===== src/rtl/ball_phys_pkg.sv =====
// Shared constants, resolver state type and speed clamp for the ball physics blocks.
package ball_phys_pkg;

    localparam int FIXED_POINT_MULTIPLIER = 64;
    localparam int MAX_SPEED              = 230;

    typedef enum logic [2:0] {
        IDLE,
        CALC,
        DIV_X,
        DIV_Y,
        APPLY
    } resolver_state_e;

    function automatic logic signed [31:0] clamp_speed(input logic signed [31:0] v,
                                                       input int                 limit);
        logic signed [31:0] lim;
        lim = 32'(limit);
        if (v > lim)
            return lim;
        else if (v < -lim)
            return -lim;
        else
            return v;
    endfunction

endpackage


===== src/rtl/serial_signed_divider.sv =====
// Restoring signed divider, one quotient bit per clock; truncates toward zero.
module serial_signed_divider #(
    parameter int WIDTH = 32
) (
    input  logic                    clk,
    input  logic                    resetN,
    input  logic                    start,
    input  logic signed [WIDTH-1:0] numer,
    input  logic signed [WIDTH-1:0] denom,
    output logic                    done,
    output logic signed [WIDTH-1:0] quotient
);
    localparam int CW = $clog2(WIDTH) + 1;

    logic             running_q, running_d;
    logic [CW-1:0]    cnt_q, cnt_d;
    logic [WIDTH-1:0] acc_q, acc_d;
    logic [WIDTH-1:0] rem_q, rem_d;
    logic [WIDTH-1:0] den_q, den_d;
    logic             neg_q, neg_d;
    logic             zero_q, zero_d;
    logic             done_q, done_d;
    logic [WIDTH-1:0] quot_q, quot_d;

    logic [WIDTH:0]   trial;
    logic [WIDTH:0]   diff;
    logic             fits;
    logic [WIDTH-1:0] rem_next;
    logic [WIDTH-1:0] acc_next;

    always_comb begin
        // acc holds the unconsumed numerator bits and collects quotient bits from the right
        trial    = {rem_q, acc_q[WIDTH-1]};
        diff     = trial - {1'b0, den_q};
        fits     = trial >= {1'b0, den_q};
        rem_next = fits ? diff[WIDTH-1:0] : trial[WIDTH-1:0];
        acc_next = {acc_q[WIDTH-2:0], fits};

        running_d = running_q;
        cnt_d     = cnt_q;
        acc_d     = acc_q;
        rem_d     = rem_q;
        den_d     = den_q;
        neg_d     = neg_q;
        zero_d    = zero_q;
        done_d    = 1'b0;
        quot_d    = quot_q;

        if (start) begin
            acc_d     = numer[WIDTH-1] ? WIDTH'(-numer) : numer;
            den_d     = denom[WIDTH-1] ? WIDTH'(-denom) : denom;
            rem_d     = '0;
            neg_d     = numer[WIDTH-1] ^ denom[WIDTH-1];
            zero_d    = (denom == '0);
            cnt_d     = '0;
            running_d = 1'b1;
        end else if (running_q) begin
            rem_d = rem_next;
            acc_d = acc_next;
            cnt_d = cnt_q + 1'b1;
            if (cnt_q == CW'(WIDTH - 1)) begin
                running_d = 1'b0;
                done_d    = 1'b1;
                quot_d    = zero_q ? '0 : (neg_q ? WIDTH'(-acc_next) : acc_next);
            end
        end
    end

    always_ff @(posedge clk or negedge resetN) begin
        if (!resetN) begin
            running_q <= 1'b0;
            cnt_q     <= '0;
            acc_q     <= '0;
            rem_q     <= '0;
            den_q     <= '0;
            neg_q     <= 1'b0;
            zero_q    <= 1'b0;
            done_q    <= 1'b0;
            quot_q    <= '0;
        end else begin
            running_q <= running_d;
            cnt_q     <= cnt_d;
            acc_q     <= acc_d;
            rem_q     <= rem_d;
            den_q     <= den_d;
            neg_q     <= neg_d;
            zero_q    <= zero_d;
            done_q    <= done_d;
            quot_q    <= quot_d;
        end
    end

    assign done     = done_q;
    assign quotient = quot_q;

endmodule


===== src/rtl/ball_pair_collision_resolver.sv =====
// Elastic equal-mass two-ball collision: latches a snapshot on the detector edge and
// produces clamped post-impact speeds for both balls' move logic.
module ball_pair_collision_resolver
    import ball_phys_pkg::*;
#(
    parameter int MAX_SPEED = ball_phys_pkg::MAX_SPEED,
    parameter int DIV_WIDTH = 32
) (
    input  logic               clk,
    input  logic               resetN,
    input  logic               startOfFrame,
    input  logic               collisionTwoBalls,
    input  logic signed [10:0] posAX,
    input  logic signed [10:0] posAY,
    input  logic signed [10:0] posBX,
    input  logic signed [10:0] posBY,
    input  logic signed [31:0] xSpeedA,
    input  logic signed [31:0] ySpeedA,
    input  logic signed [31:0] xSpeedB,
    input  logic signed [31:0] ySpeedB,
    output logic signed [31:0] xSpeedNewA,
    output logic signed [31:0] ySpeedNewA,
    output logic signed [31:0] xSpeedNewB,
    output logic signed [31:0] ySpeedNewB,
    output logic               newValid,
    output logic               busy
);
    resolver_state_e state_q, state_d;

    logic               coll_prev_q, coll_prev_d;
    logic               frame_lock_q, frame_lock_d;
    logic signed [10:0] pax_q, pax_d, pay_q, pay_d, pbx_q, pbx_d, pby_q, pby_d;
    logic signed [31:0] vxa_q, vxa_d, vya_q, vya_d, vxb_q, vxb_d, vyb_q, vyb_d;
    logic signed [31:0] qx_q, qx_d, qy_q, qy_d;
    logic signed [31:0] xa_q, xa_d, ya_q, ya_d, xb_q, xb_d, yb_q, yb_d;
    logic               new_valid_q, new_valid_d;

    logic               trigger;
    logic signed [31:0] dx, dy, dvx, dvy, dot, d2;
    logic               div_start, div_done;
    logic signed [DIV_WIDTH-1:0] div_numer, div_denom, div_quot;

    // The latched snapshot is frozen until the next trigger, so the geometry can stay combinational.
    always_comb begin
        dx  = 32'(pbx_q) - 32'(pax_q);
        dy  = 32'(pby_q) - 32'(pay_q);
        dvx = vxa_q - vxb_q;
        dvy = vya_q - vyb_q;
        dot = dvx * dx + dvy * dy;
        d2  = dx * dx + dy * dy;
    end

    assign div_numer = (state_q == CALC) ? dot * dx : dot * dy;
    assign div_denom = d2;

    always_comb begin
        state_d      = state_q;
        coll_prev_d  = collisionTwoBalls;
        frame_lock_d = startOfFrame ? 1'b0 : frame_lock_q;
        pax_d = pax_q;  pay_d = pay_q;  pbx_d = pbx_q;  pby_d = pby_q;
        vxa_d = vxa_q;  vya_d = vya_q;  vxb_d = vxb_q;  vyb_d = vyb_q;
        qx_d  = qx_q;   qy_d  = qy_q;
        xa_d  = xa_q;   ya_d  = ya_q;   xb_d  = xb_q;   yb_d  = yb_q;
        new_valid_d = 1'b0;
        div_start   = 1'b0;

        trigger = (state_q == IDLE) && !frame_lock_q && collisionTwoBalls && !coll_prev_q;

        case (state_q)
            IDLE: begin
                if (trigger) begin
                    frame_lock_d = 1'b1;
                    pax_d = posAX;    pay_d = posAY;    pbx_d = posBX;    pby_d = posBY;
                    vxa_d = xSpeedA;  vya_d = ySpeedA;  vxb_d = xSpeedB;  vyb_d = ySpeedB;
                    state_d = CALC;
                end
            end
            CALC: begin
                if (dot <= 0 || d2 == 0) begin
                    qx_d    = '0;
                    qy_d    = '0;
                    state_d = APPLY;
                end else begin
                    div_start = 1'b1;
                    state_d   = DIV_X;
                end
            end
            DIV_X: begin
                if (div_done) begin
                    qx_d      = div_quot;
                    div_start = 1'b1;
                    state_d   = DIV_Y;
                end
            end
            DIV_Y: begin
                if (div_done) begin
                    qy_d    = div_quot;
                    state_d = APPLY;
                end
            end
            APPLY: begin
                xa_d = clamp_speed(vxa_q - qx_q, MAX_SPEED);
                ya_d = clamp_speed(vya_q - qy_q, MAX_SPEED);
                xb_d = clamp_speed(vxb_q + qx_q, MAX_SPEED);
                yb_d = clamp_speed(vyb_q + qy_q, MAX_SPEED);
                new_valid_d = 1'b1;
                state_d     = IDLE;
            end
            default: state_d = IDLE;
        endcase
    end

    always_ff @(posedge clk or negedge resetN) begin
        if (!resetN) begin
            state_q      <= IDLE;
            coll_prev_q  <= 1'b0;
            frame_lock_q <= 1'b0;
            pax_q <= '0;  pay_q <= '0;  pbx_q <= '0;  pby_q <= '0;
            vxa_q <= '0;  vya_q <= '0;  vxb_q <= '0;  vyb_q <= '0;
            qx_q  <= '0;  qy_q  <= '0;
            xa_q  <= '0;  ya_q  <= '0;  xb_q  <= '0;  yb_q  <= '0;
            new_valid_q <= 1'b0;
        end else begin
            state_q      <= state_d;
            coll_prev_q  <= coll_prev_d;
            frame_lock_q <= frame_lock_d;
            pax_q <= pax_d;  pay_q <= pay_d;  pbx_q <= pbx_d;  pby_q <= pby_d;
            vxa_q <= vxa_d;  vya_q <= vya_d;  vxb_q <= vxb_d;  vyb_q <= vyb_d;
            qx_q  <= qx_d;   qy_q  <= qy_d;
            xa_q  <= xa_d;   ya_q  <= ya_d;   xb_q  <= xb_d;   yb_q  <= yb_d;
            new_valid_q <= new_valid_d;
        end
    end

    serial_signed_divider #(
        .WIDTH(DIV_WIDTH)
    ) u_div (
        .clk     (clk),
        .resetN  (resetN),
        .start   (div_start),
        .numer   (div_numer),
        .denom   (div_denom),
        .done    (div_done),
        .quotient(div_quot)
    );

    assign xSpeedNewA = xa_q;
    assign ySpeedNewA = ya_q;
    assign xSpeedNewB = xb_q;
    assign ySpeedNewB = yb_q;
    assign newValid   = new_valid_q;
    assign busy       = (state_q != IDLE);

endmodule


===== config.mk =====
export PLATFORM = sky130hd
export DESIGN_NAME = ball_pair_collision_resolver
export DESIGN_NICKNAME = d
export VERILOG_FILES = /design/src/rtl/ball_phys_pkg.sv /design/src/rtl/serial_signed_divider.sv /design/src/rtl/ball_pair_collision_resolver.sv
export SDC_FILE = /design/constraint.sdc
export NUM_CORES = 2
export LEC_CHECK = 0
export ABC_CLOCK_PERIOD_IN_PS = 14500
export BUFFER_PORTS_ARGS = -buffer_cell sky130_fd_sc_hd__buf_2
export CORE_MARGIN = 3
export CORE_UTILIZATION = 30
export CTS_CLUSTER_DIAMETER = 40
export CTS_CLUSTER_SIZE = 30
export DETAILED_ROUTE_END_ITERATION = 12
export PLACE_DENSITY_LB_ADDON = 0.12
export SLEW_MARGIN = 20
export SYNTH_ARGS = -nofsm -noshare
export SYNTH_HDL_FRONTEND = slang
export SYNTH_HIERARCHICAL = 1
export SYNTH_SLANG_ARGS = --single-unit

===== constraint.sdc =====
create_clock -name clk -period 14.5 [get_ports clk]
set_clock_uncertainty 0.1 [all_clocks]
set_input_delay 0.725 -clock clk [delete_from_list [all_inputs] [get_ports clk]]
set_output_delay 0.725 -clock clk [all_outputs]
set_load 0.01 [all_outputs]

Word-level counts from Yosys, hierarchy flattened
Cells that the tools add are included.
- $lt $le $gt $ge: 10
- equal/unequal tests: 9
- multipliers: 6
- $add $sub $neg: 15
- bitwise operators: 2
- reduce and logical (&&, ||, !) cells: 18
- muxes and demuxes: 42
- operators by type and width (cell ; count):
    $mux 32 ; 20
    $sub 32x32->32 ; 5
    $gt 32x9->1 const B ; 4
    $lt 32x9->1 const B ; 4
    $mul 32x12->32 ; 4
    $pmux 32 s2 ; 2
    $add 32x32->32 ; 3
    $logic_not 32->1 ; 2
    $neg 32->32 ; 2
    $mul 12x12->24 ; 2
    $ge 33x32->1 ; 1
    $le 32x1->1 const B ; 1
    $neg 25->32 ; 1
    $add 24x24->25 ; 1
    $sub 11x11->12 ; 2
    $mux 1 ; 12
    $mux 3 ; 4
    $mux 6 ; 2
    $pmux 3 s4 ; 1
    $reduce_and 3->1 ; 4
    $add 6x1->6 const B ; 1
    $eq 3x2->1 const B ; 2
    $eq 6x5->1 const B ; 1
    $ne 2x1->1 const B ; 3
    other kinds (13) ; 18
- register bits: 508
- word-level logic and storage cells: 129
- output and inout bits: 130
- input bits: 176

Logic depth before layout (Yosys ltp)
- depth in word-level cells: 9
- gate-level depth with buffers: 66
- depth with buffers taken out: 63

By module
The synthesis kept the hierarchy.
- by module, submodules not included (module ; cells an instance ; sequential area each (um^2) ; area each (um^2) ; instances):
    ball_pair_collision_resolver ; 7913 ; 9258.9 ; 71737.6 ; 1
    serial_signed_divider ; 1156 ; 3453.3 ; 9783.1 ; 1

Worst setup path after synthesis
OpenSTA, ideal clock, no wires.
- path type: reg-to-reg
- start: reg pbx_q[0]
- end: reg u_div.acc_q[11]
- cell stages (with the launch flop): 60
- clock period less this slack: 15.161 ns
- setup slack: -0.661 ns
- data required time: 14.267 ns
- library setup time: 0.133 ns
- path buffers: 3
- data arrival time: 14.928 ns
- cell sequence: dfrtp_1 -> inv_1 -> ha_1 -> inv_1 -> fa_1 -> a21o_1 -> a211oi_1 -> nor2_1 -> o41ai_1 -> o21bai_1 -> a21o_1 -> xor2_1 -> clkbuf_1 -> clkinv_1 -> or2_2 -> fa_1 -> fa_1 -> fa_1 -> (+24 left out) -> or4_1 -> nor4b_1 -> nor4_1 -> nand3b_1 -> a221o_1 -> a211o_1 -> a211o_1 -> a41o_1 -> xor2_1 -> xnor2_1 -> o32a_1 -> a21oi_1 -> o22ai_1 -> buf_1 -> nand2_1 -> xnor2_1 -> nand2_1 -> o21ai_0
- elaborated cells between the ends (all ways): 17
- those cells by class: add/sub (4); mul (4); order compare (1); mux (5); reduce/logical (3)
- RTL lines (what ; line ; source):
    start, declared ; ball_pair_collision_resolver.sv:32 ; logic signed [10:0] pax_q, pax_d, pay_q, pay_d, pbx_q, pbx_d, pby_q, pby_d;
    start signal, assigned ; ball_pair_collision_resolver.sv:127 ; pax_q <= pax_d; pay_q <= pay_d; pbx_q <= pbx_d; pby_q <= pby_d;
    $sub 11x11->12 (*) ; ball_pair_collision_resolver.sv:45 ; dx = 32'(pbx_q) - 32'(pax_q);
    $mul 32x12->32 ; ball_pair_collision_resolver.sv:49 ; dot = dvx * dx + dvy * dy;
    $add 32x32->32 ; ball_pair_collision_resolver.sv:49 ;
    $mul 32x12->32 ; ball_pair_collision_resolver.sv:53 ; assign div_numer = (state_q == CALC) ? dot * dx : dot * dy;
    $mux 32 (*) ; ball_pair_collision_resolver.sv:53 ;
    named net div_numer[31] ; ball_pair_collision_resolver.sv:41 ; logic signed [DIV_WIDTH-1:0] div_numer, div_denom, div_quot;
    $mux 32 (*) ; serial_signed_divider.sv:50 ; acc_d = numer[WIDTH-1] ? WIDTH'(-numer) : numer;
    $mux 32 (*) ; serial_signed_divider.sv:49 ; if (start) begin
    end signal, assigned ; serial_signed_divider.sv:73 ; acc_q <= '0;
    end signal, assigned ; serial_signed_divider.sv:83 ; acc_q <= acc_d;
    end, declared ; serial_signed_divider.sv:17 ; logic [WIDTH-1:0] acc_q, acc_d;
Mark *: on every way through the listed nets, which the timed path passes. The rest lies on a longest branch.
A chain may end at the register's enable or synchronous reset.

Worst setup path after layout
- start: reg vya_q[0]
- end: reg u_div.acc_q[6]
- elaborated cells between the ends (all ways): 14
- those cells by class: add/sub (3); mul (3); order compare (1); mux (5); reduce/logical (2)
- RTL lines (what ; line ; source):
    start, declared ; ball_pair_collision_resolver.sv:33 ; logic signed [31:0] vxa_q, vxa_d, vya_q, vya_d, vxb_q, vxb_d, vyb_q, vyb_d;
    start signal, assigned ; ball_pair_collision_resolver.sv:128 ; vxa_q <= vxa_d; vya_q <= vya_d; vxb_q <= vxb_d; vyb_q <= vyb_d;
    $sub 32x32->32 (*) ; ball_pair_collision_resolver.sv:48 ; dvy = vya_q - vyb_q;
    $mul 32x12->32 (*) ; ball_pair_collision_resolver.sv:49 ;
    $add 32x32->32 (*) ; ball_pair_collision_resolver.sv:49 ;
    $mul 32x12->32 ; ball_pair_collision_resolver.sv:53 ;
    $mux 32 (*) ; ball_pair_collision_resolver.sv:53 ;
    named net div_numer[31] ; ball_pair_collision_resolver.sv:41 ;
    $mux 32 (*) ; serial_signed_divider.sv:50 ;
    $mux 32 (*) ; serial_signed_divider.sv:49 ;
Marked as above.

==> reports/metrics.csv <==
stage,metric,value,unit
run_status,status,"complete, but fails checks",
run_status,violations,negative setup slack,
floorplanning,num_rows,190,
global_routing,first_global_vias,72604,
clock_tree,clkTransAtPathRegs,0.05,ns
worst_setup_path,max_stage_delay,0.64,ns
global_routing,antenna_found_initial,28,
clock_tree,clk_latency,0.81,ns
hold_path,holdCritPathClass,in2reg,
sta,final.setup.worst_slack,-0.3207,ns
worst_setup_path,reg2reg_depth,59,
clock_tree,cts_buffers,117,
synth,ys_seq_area_share,15.59,%
synth,yosysUniqueCellTypes,105,
sta,fin_setup_tns,-8.103,ns
global_routing,gr-total-overflow,0,
sta,max_freq,67.47,MHz
run,cap_violations,0,
floorplanning,die_h,527.3,um
layout,nNetsFinal,12101,
floorplanning,dieArea,278000,sq um
synth,synthFlopType,dfrtp_1,
layout,final_layout_size_suffix_gt1_share,19.39,%
clock_tree,clock_sinks,508,
floorplanning,fp.dieW,527.3,um
floorplanning,pin_count,306,
worst_setup_path,cp_max_fo,8,
worst_setup_path,start_kind,flip-flop,
routing,remaining_drc_errors,0,
sta,drv_slew,0,
sta,worst_slew_pin_slew,1.113,ns
sta,hold_violations,0,
routing,dr.pass1.iters,6,
sta,slew_headroom,25.30,%
synth,ys_seq_elements,508,
routing,detail-route-antenna-nets,0,
hold_path,min_to,vya_q[31]$_DFFE_PN0P_,
worst_setup_path,worstPathRequired,14.93,ns
synth,synth_nets,11153,
place,place_ws,-0.6600,ns
worst_setup_path,cp_slowest_cell,fa_2,
routing,vias,67890,
worst_setup_path,end_kind,flip-flop,
worst_setup_path,r2r-end,u_div/acc_q[6]$_DFFE_PN0P_,
place,dp_hpwl,268000,um
global_routing,grt_pass1_wl,487000,um
routing,drt_iter0_drc,4403,
sta,fin_crit_sh,102.2,%
routing,wl_per_cell,23.71,um
synth,async_flop_share,100.0,%
clock_tree,clockBufferDepth,3,
layout,area_growth,21.90,%
routing,wl,324500,um
place,numPortBuffers,305,
layout,num-fill-cells,27527,
floorplanning,initial_core_util,30.29,%
clock_tree,cts_tree,done,
worst_setup_path,crit_arrival,15.25,ns
layout,final_area,99380,sq um
synth,synth_cells,9069,
sta,finalSetupViolCount,32,
routing,drt-vias-per-instance,4.961,
global_routing,grt_max_degree,97,
synth,synth_edf_count,0,
hold_path,worstHoldStart,ySpeedA[31],
synth,syn_area,81520,sq um
global_routing,grtUsageTotal,23.43,%
place,dpl-instance-area,93120,sq um
synth,syn_area_per_cell,8.989,sq um
clock_tree,clockRootBuffer,clkbuf_16,
worst_setup_path,rrSetupSlack,-0.32,ns
clock_tree,h-tree-depth,3,
synth,ys_warn_count,6,
sta,rsz0062_at_grt,yes,
worst_setup_path,critPathKind,reg2reg,
place,gp_congestion,0.9202,
sta,period_needed,14.82,ns
worst_setup_path,crit_top_cell,fa_1,
hold_path,hold_depth,2,
worst_setup_path,r2r-start,vya_q[0]$_DFFE_PN0P_,
floorplanning,core-area,269100,sq um
## critical path, delay by kind of cell (launching register included)
| kind | cells | cell delay, ns |
|---|---|---|
| compound gates | 13 | 2.77 |
| xor+xnor | 4 | 0.74 |
| fa+ha+maj | 16 | 6.84 |
| buf+inv | 13 | 1.38 |
| flops | 1 | 0.38 |
| mux | 1 | 0.11 |
| simple gates | 12 | 2.16 |
## stage by stage
stage	hold slack, ns	std cells	util, %
2_1_floorplan	0.3294	9069	-
3_3_place_gp	0.3684	13368	34.60
3_5_place_dp	0.3670	13369	34.60
4_1_cts	0.0002638	13646	36.73
5_1_grt	0.03120	13673	36.92
6_report	0.07418	13684	36.93
## metal layers
metal  track usage, %  vias to the layer above  routed length, um
met2            37.53                     1860             147700
met5                0                        -                 70
met3            3.004                      375              17330
met1            32.79                    34905             147400
met4            7.388                       10              11980
li1                 -                    30740                  -
## repair_timing
item,4_1_cts,5_1_grt
endpoints found under the hold margin,76,0
gates resized for setup,219,74
hold buffers,8,0
endpoints found under the setup margin,32,33
setup buffers,48,27
cloned,1,0
pin swaps,152,97
## Yosys cell counts, types with 90 or more instances
library cell	n	share of area, %
a21o_1	101	0.93
a21oi_1	307	1.9
and2_1	132	1.0
clkbuf_1	329	1.5
dfrtp_1	508	16
fa_1	1313	32
ha_1	595	9.1
inv_1	1596	7.3
mux2_2	176	2.4
nand2_1	1030	4.7
nand2b_1	90	0.69
nor2_1	922	4.2
o21ai_0	222	1.4
xnor2_1	291	3.1
xor2_1	176	1.9
## layout by cell type (no fill, tap or decap), drive strengths merged, types with 16 or more instances in the layout
master,synthesis,final
inv,1599,1617
fa,1313,1313
buf,61,1213
nand2,1030,1030
nor2,923,923
ha,595,595
dfrtp,508,508
a21oi,315,315
xnor2,291,291
o21ai,238,238
mux2,176,176
xor2,176,176
clkbuf,332,142
and2,133,133
a21o,101,101
nand2b,91,91
o31ai,85,85
nand3,83,83
nor3,83,83
a22o,66,66
o21bai,58,58
o21a,52,52
o22ai,51,51
nor2b,51,51
mux2i,46,46
a211oi,46,46
or3,42,42
clkinv,6,42
nand4,39,39
or2,37,37
nor4,34,34
a31oi,32,32
o211ai,31,31
a311oi,30,30
or4,28,28
and3,25,25
o41ai,19,19
o211a,18,18
bufinv,0,17
nand3b,16,16
## logic make-up (layout without fill, tap and decap cells)
kind of cell,count (synthesis),count (layout),synth area share [%]
multiplexers,222,222,2.996
AO/OA/AOI/OAI,1283,1283,10.80
XOR/XNOR,480,480,5.378
flip-flops,508,508,15.59
AND/OR/NAND/NOR,2670,2670,14.58
other,0,12,0
buffers and inverters,1998,3049,9.278
adder cells (fa/ha/maj),1908,1908,41.38
## worst max-delay path by stage
| stage | start | to | slack, ns | cells after the start |
|---|---|---|---|---|
| floorplan | pbx_q[0]$_DFFE_PN0P_ | u_div/acc_q[21]$_DFFE_PN0P_ | 0.02 | 59 |
| global placement | pby_q[0]$_DFFE_PN0P_ | u_div/acc_q[3]$_DFFE_PN0P_ | -0.69 | 60 |
| detailed placement | vyb_q[1]$_DFFE_PN0P_ | u_div/acc_q[30]$_DFFE_PN0P_ | -0.66 | 58 |
| CTS | pby_q[0]$_DFFE_PN0P_ | u_div/acc_q[21]$_DFFE_PN0P_ | -0.28 | 58 |
| global route | vya_q[0]$_DFFE_PN0P_ | u_div/acc_q[6]$_DFFE_PN0P_ | -0.82 | 63 |
| finish | vya_q[0]$_DFFE_PN0P_ | u_div/acc_q[6]$_DFFE_PN0P_ | -0.32 | 59 |
## layout make-up
type	count	area, sq um	share of cell area, %
Sequential cell	508	12720	12.80
Clock inverter	80	1131	1.138
Tap cell	3552	4444	4.472
Clock buffer	142	3132	3.151
Multi-Input combinational cell	6563	62800	63.19
Antenna cell	12	30.03	0.03022
Inverter	1605	6032	6.070
Timing Repair Buffer	1222	9090	9.147
Power is left out: the tool's default activity adds up to more than one toggle a clock period on the data nets, which glitch-free logic cannot reach.
